==> src/rtl/stage_memory_pkg.sv <==
// Shared pipeline types for the memory stage: stage record, opcodes, bubble and fault constants.
// Combinational helpers only; no latency and no backpressure.
package stage_memory_pkg;

    typedef logic [31:0] V32;

    typedef enum logic [3:0] {
        NOP = 4'd0,
        ADD = 4'd1,
        SUB = 4'd2,
        LD  = 4'd3,
        ST  = 4'd4
    } t_op;

    typedef struct packed {
        logic       valid;
        t_op        operation;
        logic [4:0] rd;
        V32         v1;
        V32         v2;
        V32         result;
    } t_stage;

    typedef enum logic [1:0] {
        IDLE   = 2'd0,
        ACCESS = 2'd1,
        DONE   = 2'd2
    } t_mem_state;

    // Load result substituted when the cache never answers.
    localparam V32 TIMEOUT_RDATA = 32'hDEADBEEF;

    localparam t_stage STAGE_BUBBLE = '{
        valid:     1'b0,
        operation: NOP,
        rd:        5'd0,
        v1:        32'd0,
        v2:        32'd0,
        result:    32'd0
    };

    function automatic t_stage stage_flush();
        return STAGE_BUBBLE;
    endfunction

    function automatic logic is_mem_op(input t_op op);
        return (op == LD) || (op == ST);
    endfunction

endpackage

==> src/rtl/stage_memory_mem_handshake.sv <==
// Data-cache request FSM (IDLE/ACCESS/DONE): one request cycle minimum, waits for mem_ack;
// stall_in parks a finished access in DONE. Optional abort counter under MEM_TIMEOUT_EN.
import stage_memory_pkg::*;

module mem_handshake #(
    parameter int TIMEOUT_CYCLES = 255
) (
    input  logic i_clock,
    input  logic i_reset,
    input  logic i_stall_in,
    input  logic i_mem_op,
    input  logic i_is_store,
    input  V32   i_addr,
    input  V32   i_wdata,
    input  V32   i_mem_rdata,
    input  logic i_mem_ack,
    output logic o_complete,
    output V32   o_load_dat,
    output logic o_mem_req,
    output logic o_mem_we,
    output V32   o_mem_addr,
    output V32   o_mem_wdata,
    output logic o_mem_error
);

    t_mem_state r_state;
    t_mem_state w_next_state;
    logic       r_req;
    logic       r_we;
    V32         r_addr;
    V32         r_wdata;
    V32         r_rdata;
    logic       w_timeout;
    logic       w_finish;
    V32         w_access_dat;

    assign w_finish     = (r_state == ACCESS) && (i_mem_ack || w_timeout);
    assign w_access_dat = w_timeout ? TIMEOUT_RDATA : i_mem_rdata;

    always_comb begin
        w_next_state = r_state;
        case (r_state)
            IDLE:    if (i_mem_op)    w_next_state = ACCESS;
            ACCESS:  if (w_finish)    w_next_state = i_stall_in ? DONE : IDLE;
            DONE:    if (!i_stall_in) w_next_state = IDLE;
            default:                  w_next_state = IDLE;
        endcase
    end

    always_ff @(posedge i_clock) begin
        if (i_reset) begin
            r_state <= IDLE;
            r_req   <= 1'b0;
            r_we    <= 1'b0;
            r_addr  <= '0;
            r_wdata <= '0;
            r_rdata <= '0;
        end else begin
            r_state <= w_next_state;
            if (r_state == IDLE && i_mem_op) begin
                r_req   <= 1'b1;
                r_we    <= i_is_store;
                r_addr  <= i_addr;
                r_wdata <= i_wdata;
            end else if (w_finish) begin
                r_req   <= 1'b0;
                r_rdata <= w_access_dat;
            end
        end
    end

`ifdef MEM_TIMEOUT_EN
    localparam int CW = $clog2(TIMEOUT_CYCLES + 1);

    logic [CW-1:0] r_cnt;
    logic          r_error;

    // Fires on the TIMEOUT_CYCLES-th unacknowledged ACCESS cycle; a real ack always wins.
    assign w_timeout = (r_state == ACCESS) && !i_mem_ack && (r_cnt == CW'(TIMEOUT_CYCLES - 1));

    always_ff @(posedge i_clock) begin
        if (i_reset) begin
            r_cnt   <= '0;
            r_error <= 1'b0;
        end else begin
            if (r_state == ACCESS && !i_mem_ack && !w_timeout) r_cnt <= r_cnt + 1'b1;
            else                                               r_cnt <= '0;
            if (w_timeout) r_error <= 1'b1;
        end
    end

    assign o_mem_error = r_error;
`else
    assign w_timeout   = 1'b0;
    assign o_mem_error = 1'b0;
`endif

    a_timeout_cfg: assert property (@(posedge i_clock) TIMEOUT_CYCLES >= 1);

    assign o_complete  = w_finish || (r_state == DONE);
    assign o_load_dat  = (r_state == ACCESS) ? w_access_dat : r_rdata;
    assign o_mem_req   = r_req;
    assign o_mem_we    = r_we;
    assign o_mem_addr  = r_addr;
    assign o_mem_wdata = r_wdata;

endmodule

==> src/rtl/stage_memory.sv <==
// Memory pipeline stage: non-memory ops pass in 1 cycle; LD/ST emit bubbles until the cache acks.
// stall_in freezes stage_out; stall_out is combinational. Abort counter under MEM_TIMEOUT_EN.
import stage_memory_pkg::*;

module stage_memory #(
    parameter int TIMEOUT_CYCLES = 255
) (
    input  logic   clock,
    input  logic   reset,
    input  logic   stall_in,
    input  t_stage stage_in,
    output t_stage stage_out,
    output logic   stall_out,
    output logic   mem_req,
    output logic   mem_we,
    output V32     mem_addr,
    output V32     mem_wdata,
    input  V32     mem_rdata,
    input  logic   mem_ack,
    output logic   mem_error
);

    logic   w_mem_op;
    logic   w_complete;
    V32     w_load_dat;
    t_stage w_stage_next;
    t_stage r_stage;

    assign w_mem_op = is_mem_op(stage_in.operation);

    mem_handshake #(
        .TIMEOUT_CYCLES(TIMEOUT_CYCLES)
    ) u_mem_handshake (
        .i_clock     (clock),
        .i_reset     (reset),
        .i_stall_in  (stall_in),
        .i_mem_op    (w_mem_op),
        .i_is_store  (stage_in.operation == ST),
        .i_addr      (stage_in.v1),
        .i_wdata     (stage_in.v2),
        .i_mem_rdata (mem_rdata),
        .i_mem_ack   (mem_ack),
        .o_complete  (w_complete),
        .o_load_dat  (w_load_dat),
        .o_mem_req   (mem_req),
        .o_mem_we    (mem_we),
        .o_mem_addr  (mem_addr),
        .o_mem_wdata (mem_wdata),
        .o_mem_error (mem_error)
    );

    always_comb begin
        w_stage_next = stage_in;
        if (stage_in.operation == LD) w_stage_next.result = w_load_dat;
    end

    // A pending memory op emits bubbles so the instruction leaves the stage exactly once.
    always_ff @(posedge clock) begin
        if (reset) begin
            r_stage <= stage_flush();
        end else if (!stall_in) begin
            if (w_mem_op && !w_complete) r_stage <= stage_flush();
            else                         r_stage <= w_stage_next;
        end
    end

    assign stage_out = r_stage;
    assign stall_out = stall_in || (w_mem_op && !w_complete);

endmodule
==> config.mk <==
export PLATFORM = sky130hd
export DESIGN_NAME = stage_memory
export DESIGN_NICKNAME = d
export VERILOG_FILES = /design/src/rtl/stage_memory_pkg.sv /design/src/rtl/stage_memory_mem_handshake.sv /design/src/rtl/stage_memory.sv
export SDC_FILE = /design/constraint.sdc
export NUM_CORES = 1
export LEC_CHECK = 0
export BUFFER_PORTS_ARGS = -buffer_cell sky130_fd_sc_hd__clkbuf_2
export CAP_MARGIN = 20
export CORE_ASPECT_RATIO = 0.75
export CORE_UTILIZATION = 43
export DETAILED_ROUTE_END_ITERATION = 10
export PLACE_DENSITY = 0.76
export SLEW_MARGIN = 0
export SYNTH_ARGS = -nofsm -noshare
export SYNTH_HDL_FRONTEND = slang
export SYNTH_SLANG_ARGS = --single-unit
==> constraint.sdc <==
create_clock -name clock -period 1.7 [get_ports clock]
set_input_delay 0.34 -clock clock [delete_from_list [all_inputs] [get_ports clock]]
set_output_delay 0.34 -clock clock [all_outputs]
set_load 0.1 [all_outputs]
Word level (Yosys, flattened, before mapping)
Index checks and enable logic that the tools add are counted.

storage, ports and cells
  bits in registers = 206
  input bits = 142
  output and inout bits = 174
  logic and storage cells = 41

operators by class
  equality and inequality tests = 7
  muxes and demuxes = 10
  bitwise logic cells = 1
  reductions and logical operators = 11

operators with widths
  kind                                                   number
  two-way mux 106 bit                                    1
  two-way mux 32 bit                                     2
  two-way mux 2 bit                                      4
  case mux 2 bit (3 select lines)                        1
  equality test 4 x 2 -> 1 bit, second input constant    1
  equality test 4 x 3 -> 1 bit, second input constant    1
  inequality test 2 x 1 -> 1 bit, second input constant  2
  logical AND 1 bit                                      3
  logical OR 1 bit                                       3
  AND reduction 3 bit                                    1
  equality test 2 x 1 -> 1 bit, second input constant    1
  equality test 2 bit, second input constant             1
  logical NOT 2 bit                                      1
  two-way mux 1 bit                                      2
  inequality test 2 bit, second input constant           1
  AND reduction 2 bit                                    1
  nonzero test 2 bit                                     1
  logical NOT 1 bit                                      1
  inverter 1 bit                                         1

Longest topological paths before layout
  word-level depth = 6
  gate-level depth with buffers = 7
  gate-level depth less buffers = 4

Hierarchy
A second synthesis with hierarchy kept.

unflattened totals
  cell total of the unflattened synthesis = 963
  area, all modules = 9554.2 um^2

modules (own cells, without submodules)
  module         times used  cells each  area each (um^2)  sequential area each (um^2)
  mem_handshake  1           475         5048.6            2001.9
  stage_memory   1           488         4505.6            2122.0

Least setup slack after synthesis
No wires, ideal clock.

  path type = input to output
  from = input stage_in[103] (netlist bit)
  to = output stall_out
  arrival time = 2.460 ns
  data required time = 1.360 ns
  setup slack = -1.100 ns
  stages = 4
  path buffers = 1
  cell sequence = nor4bb_2 buf_2 nor2_1 o21bai_1

between the ends
  word-level cells in the longest chain between the ends = 4
  elaborated cells on any way between the ends = 5
  those cells by class = eq/ne: 2; reduce/logical: 3

ends and longest elaborated chain
  what                                                                          RTL line                RTL
  start: declaration                                                            stage_memory.sv:11      input t_stage stage_in,
  equality test 4 x 2 -> 1 bit or equality test 4 x 3 -> 1 bit (tied branches)  stage_memory_pkg.sv:47  return (op == LD) || (op == ST);
  logical OR 1 bit (*)                                                          stage_memory_pkg.sv:47
  logical AND 1 bit (*)                                                         stage_memory.sv:68      assign stall_out = stall_in || (w_mem_op && !w_complete);
  logical OR 1 bit (*)                                                          stage_memory.sv:68
  end: declaration                                                              stage_memory.sv:13      output logic stall_out,

Every way passes the cells marked *; elsewhere a longest branch is shown, timed or not.

Worst setup path after layout
  from = register u_mem_handshake.r_state[0]
  to = output stall_out

between the ends
  word-level cells in the longest chain between the ends = 6
  elaborated cells on any way between the ends = 7
  those cells by class = eq/ne: 2; reduce/logical: 5

ends and longest elaborated chain
  what                          RTL line                           RTL
  start: declaration            stage_memory_mem_handshake.sv:26   t_mem_state r_state;
  start signal: assignment      stage_memory_mem_handshake.sv:59   r_state <= w_next_state;
  equality test 2 x 1 -> 1 bit  stage_memory_mem_handshake.sv:37   assign w_finish = (r_state == ACCESS) && (i_mem_ack || w_timeout);
  logical AND 1 bit             stage_memory_mem_handshake.sv:37
  logical OR 1 bit (*)          stage_memory_mem_handshake.sv:100  assign o_complete = w_finish || (r_state == DONE);
  logical NOT 1 bit (*)         stage_memory.sv:68
  logical AND 1 bit (*)         stage_memory.sv:68
  logical OR 1 bit (*)          stage_memory.sv:68

Marks and branches as above.

==> results.yml <==
clock_tree:
  htreeDepth: 1
  clkSlewWorstSetupHoldPaths_ns: 0.06
  cts.sinks: 206
  hold_buffers: 0
  cts_buffers: 20
  clk_path_buf_depth: 3
  cts_tree: "yes"
  cts_root_buf: "clkbuf_16"
  clk_latency_ns: 0.48
floorplanning:
  core_um2: 16300
  rows: 40
  die_area_um2: 17500
  fp.dieW_um: 153
  die-height_um: 115
  start_util_pct: 44.8
  ios: 316
sta:
  max_freq_ghz: 0.579
  skew_ns: 0.00641
  setup_violations: 1
  tns_ns: -0.0280
  period_share_pct: 102
  fin_crit_ns: 1.73
  drv_slew: 0
  grt_setup_unrepaired: "yes"
  slew_headroom_pct: 48.8
  worstMarginPinSlew_ns: 0.768
  setup_ws_ns: -0.0280
  final-hold-violation-count: 0
job:
  maxCapViolCount: 0
worst_setup_path:
  endpoint_kind: "output port"
  cp_max_fo: 3
  required_ns: 1.36
  crit_path_start_kind: "register"
  ff2ff_setup_slack_ns: 0.13
  worstPathCellList: "nor2b_4 -> nand2_2 -> nand2_4 -> o21bai_4 -> buf_12"
  critical_path_class: "register to output port"
  worst_ep_arrival_time_ns: 1.39
  cp_slowest_stage_delay_ns: 0.33
  slowest_stage: "dfxtp_2"
power:
  p_per_area_nw_per_um2: 1210
  clockPowerShare_pct: 34.8
  power.leakage_nw: 4.48
  p_seq_share_pct: 42.8
  intPower_mw: 8.03
  p_sw_mw: 4.08
  power_frac_comb_pct: 22.4
  fin_total_pwr_mw: 12.1
  ir_drop_v: 0.000712
  p_sw_share_pct: 33.7
routing:
  wl_um: 21500
  num_vias: 6877
  drc: 21
  vias_per_cell: 5.20
  drtAntennaViolNets: 0
  wire_per_inst_um: 16.2
  dr.first_iter.drc_count: 442
  firstDrtPassIters: 9
synth:
  yosysMostFrequentCell: "dfxtp_1"
  synth-warning-count: 0
  synth_cells: 787
  synth_nets: 929
  synth_edf_count: 0
  async_flop_share_pct: 0
  yosysTopAreaCell: "dfxtp_1"
  synth_cell_types: 24
  yosys.area.top_type_share_pct: 56.4
  synth-main-ff-cell: "dfxtp_1"
  ys_top_cells_by_area: "dfxtp_1 56%, a22o_1 13%, nand2_1 10%, a21oi_1 8.8%, mux2i_1 4.5%"
  synth_area_um2: 7310
  post_synth.cell_area_avg_um2: 9.29
  synth_top_cells_by_count: "206 x dfxtp_1, 194 x nand2_1, 129 x a21oi_1, 105 x a22o_1, 41 x clkbuf_1"
  yosysSeqAreaShare_pct: 56.4
  ys_ff_latch: 206
finish:
  diodes: 0
  multi_input_comb_area_um2: 2990
  nets: 1240
  finalNonFillerCells: 1322
  nFillCells: 1432
  areaGrowthSynthToFinish_pct: 37.2
  design_area_um2: 10000
  drive_gt1_share_pct: 36.2
  seq_area_um2: 4130
placement:
  post-place-ws_ns: -0.157
  place_area_um2: 9360
  routabilityCongestion: 0.781
  portBuffers: 314
  hpwl_um: 15000
  dpl.cell_count: 1283
run_status:
  violations: "DRC, setup timing"
  status: "finished with violations"
global_routing:
  grt_max_degree: 71
  grt_pass1_wl_um: 33500
  grt.total_usage_pct: 23.4
  antenna_found_initial: 0
  grt_overflow: 0
  grt_pass1_vias: 6638
worst_hold_path:
  hold_path_class: "input port to register"
## cell families (layout without fill, tap and decap cells)
logic type / after synthesis / in the layout / synth area share, %
muxes: 34 / 34 / 4.67
buffers and inverters: 67 / 392 / 4.04
DFF: 206 / 206 / 56.4
and+or+nand+nor: 240 / 240 / 12.9
other: 1 / 1 / 0.0513
AOI/OAI and AO/OA: 239 / 239 / 22.0
## worst paths after layout
path,depth (start not counted),start,to
max,5,u_mem_handshake.r_state[0],stall_out
min,2,stage_in[100],stage_out[100]
max reg2reg,7,u_mem_handshake.r_state[0],stage_out[54]
min reg2reg,2,u_mem_handshake.o_mem_addr[6],u_mem_handshake.o_mem_addr[6]
## critical path, delay by kind of cell (launching register included)
family                 cells  cell delay [ns]
AOI/OAI and AO/OA          1             0.13
buffers and inverters      1             0.19
DFF                        1             0.33
and+or+nand+nor            3             0.27
## per-layer routing
metal  vias up  track usage [%]  routed length (um)
met5         -                0                   0
met4         0             6.53                 546
met3        39             6.78                1870
met1      3219             29.5                9110
li1       3348                -                   -
met2       271             39.6                9940
## sequential cells by signal, indices dropped and copies added, names as in the netlist
register,cells
stage_out,106
u_mem_handshake.o_mem_addr,32
u_mem_handshake.o_mem_req,1
u_mem_handshake.o_mem_wdata,32
u_mem_handshake.o_mem_we,1
u_mem_handshake.r_rdata,32
u_mem_handshake.r_state,2
## layout by cell type (no fill, tap or decap), types with 2 or more instances in the layout
cell / instances
clkbuf_2: 307
dfxtp_1: 204
nand2_1: 192
a21oi_1: 129
a22o_1: 105
nor2_1: 36
mux2i_1: 33
buf_4: 32
clkbuf_16: 21
buf_12: 11
clkinv_2: 7
clkbuf_1: 5
buf_2: 4
clkbuf_8: 3
nor2b_4: 2
and2_1: 2
## through the flow
step           util (%)  hold WS [ns]
3_3_place_gp       57.4         0.441
2_1_floorplan         -         0.436
4_1_cts            61.5        0.0554
3_5_place_dp       57.4         0.446
5_1_grt            61.5        0.0713
6_report           61.5        0.0731
## layout make-up
cell class	count	area share, %
sequential	206	41.1
multi-input combinational	514	29.8
timing repair buffer	356	20.3
clock buffer	29	5.84
tap	210	2.62
clock inverter	7	0.349
## power by group through the flow
stage / clock network (mW) / registers [mW] / logic, mW
after global routing: 4.51 / 5.21 / 2.82
after global placement: 0 / 5.28 / 2.69
after detailed placement: 0 / 5.29 / 2.71
final: 4.21 / 5.19 / 2.71
after CTS: 4.31 / 5.18 / 2.72
after floorplan: 0 / 6.82 / 0.523
## what timing repair did
item / in CTS / in global routing
gates cloned: 0 / 0
gates resized for setup: 8 / 5
endpoints found under the hold margin: 0 / 0
buffers inserted: 3 / 0
endpoints found under the setup margin: 2 / 5
pin swaps: 2 / 1
No activity file was read; power rests on OpenSTA's default activity.
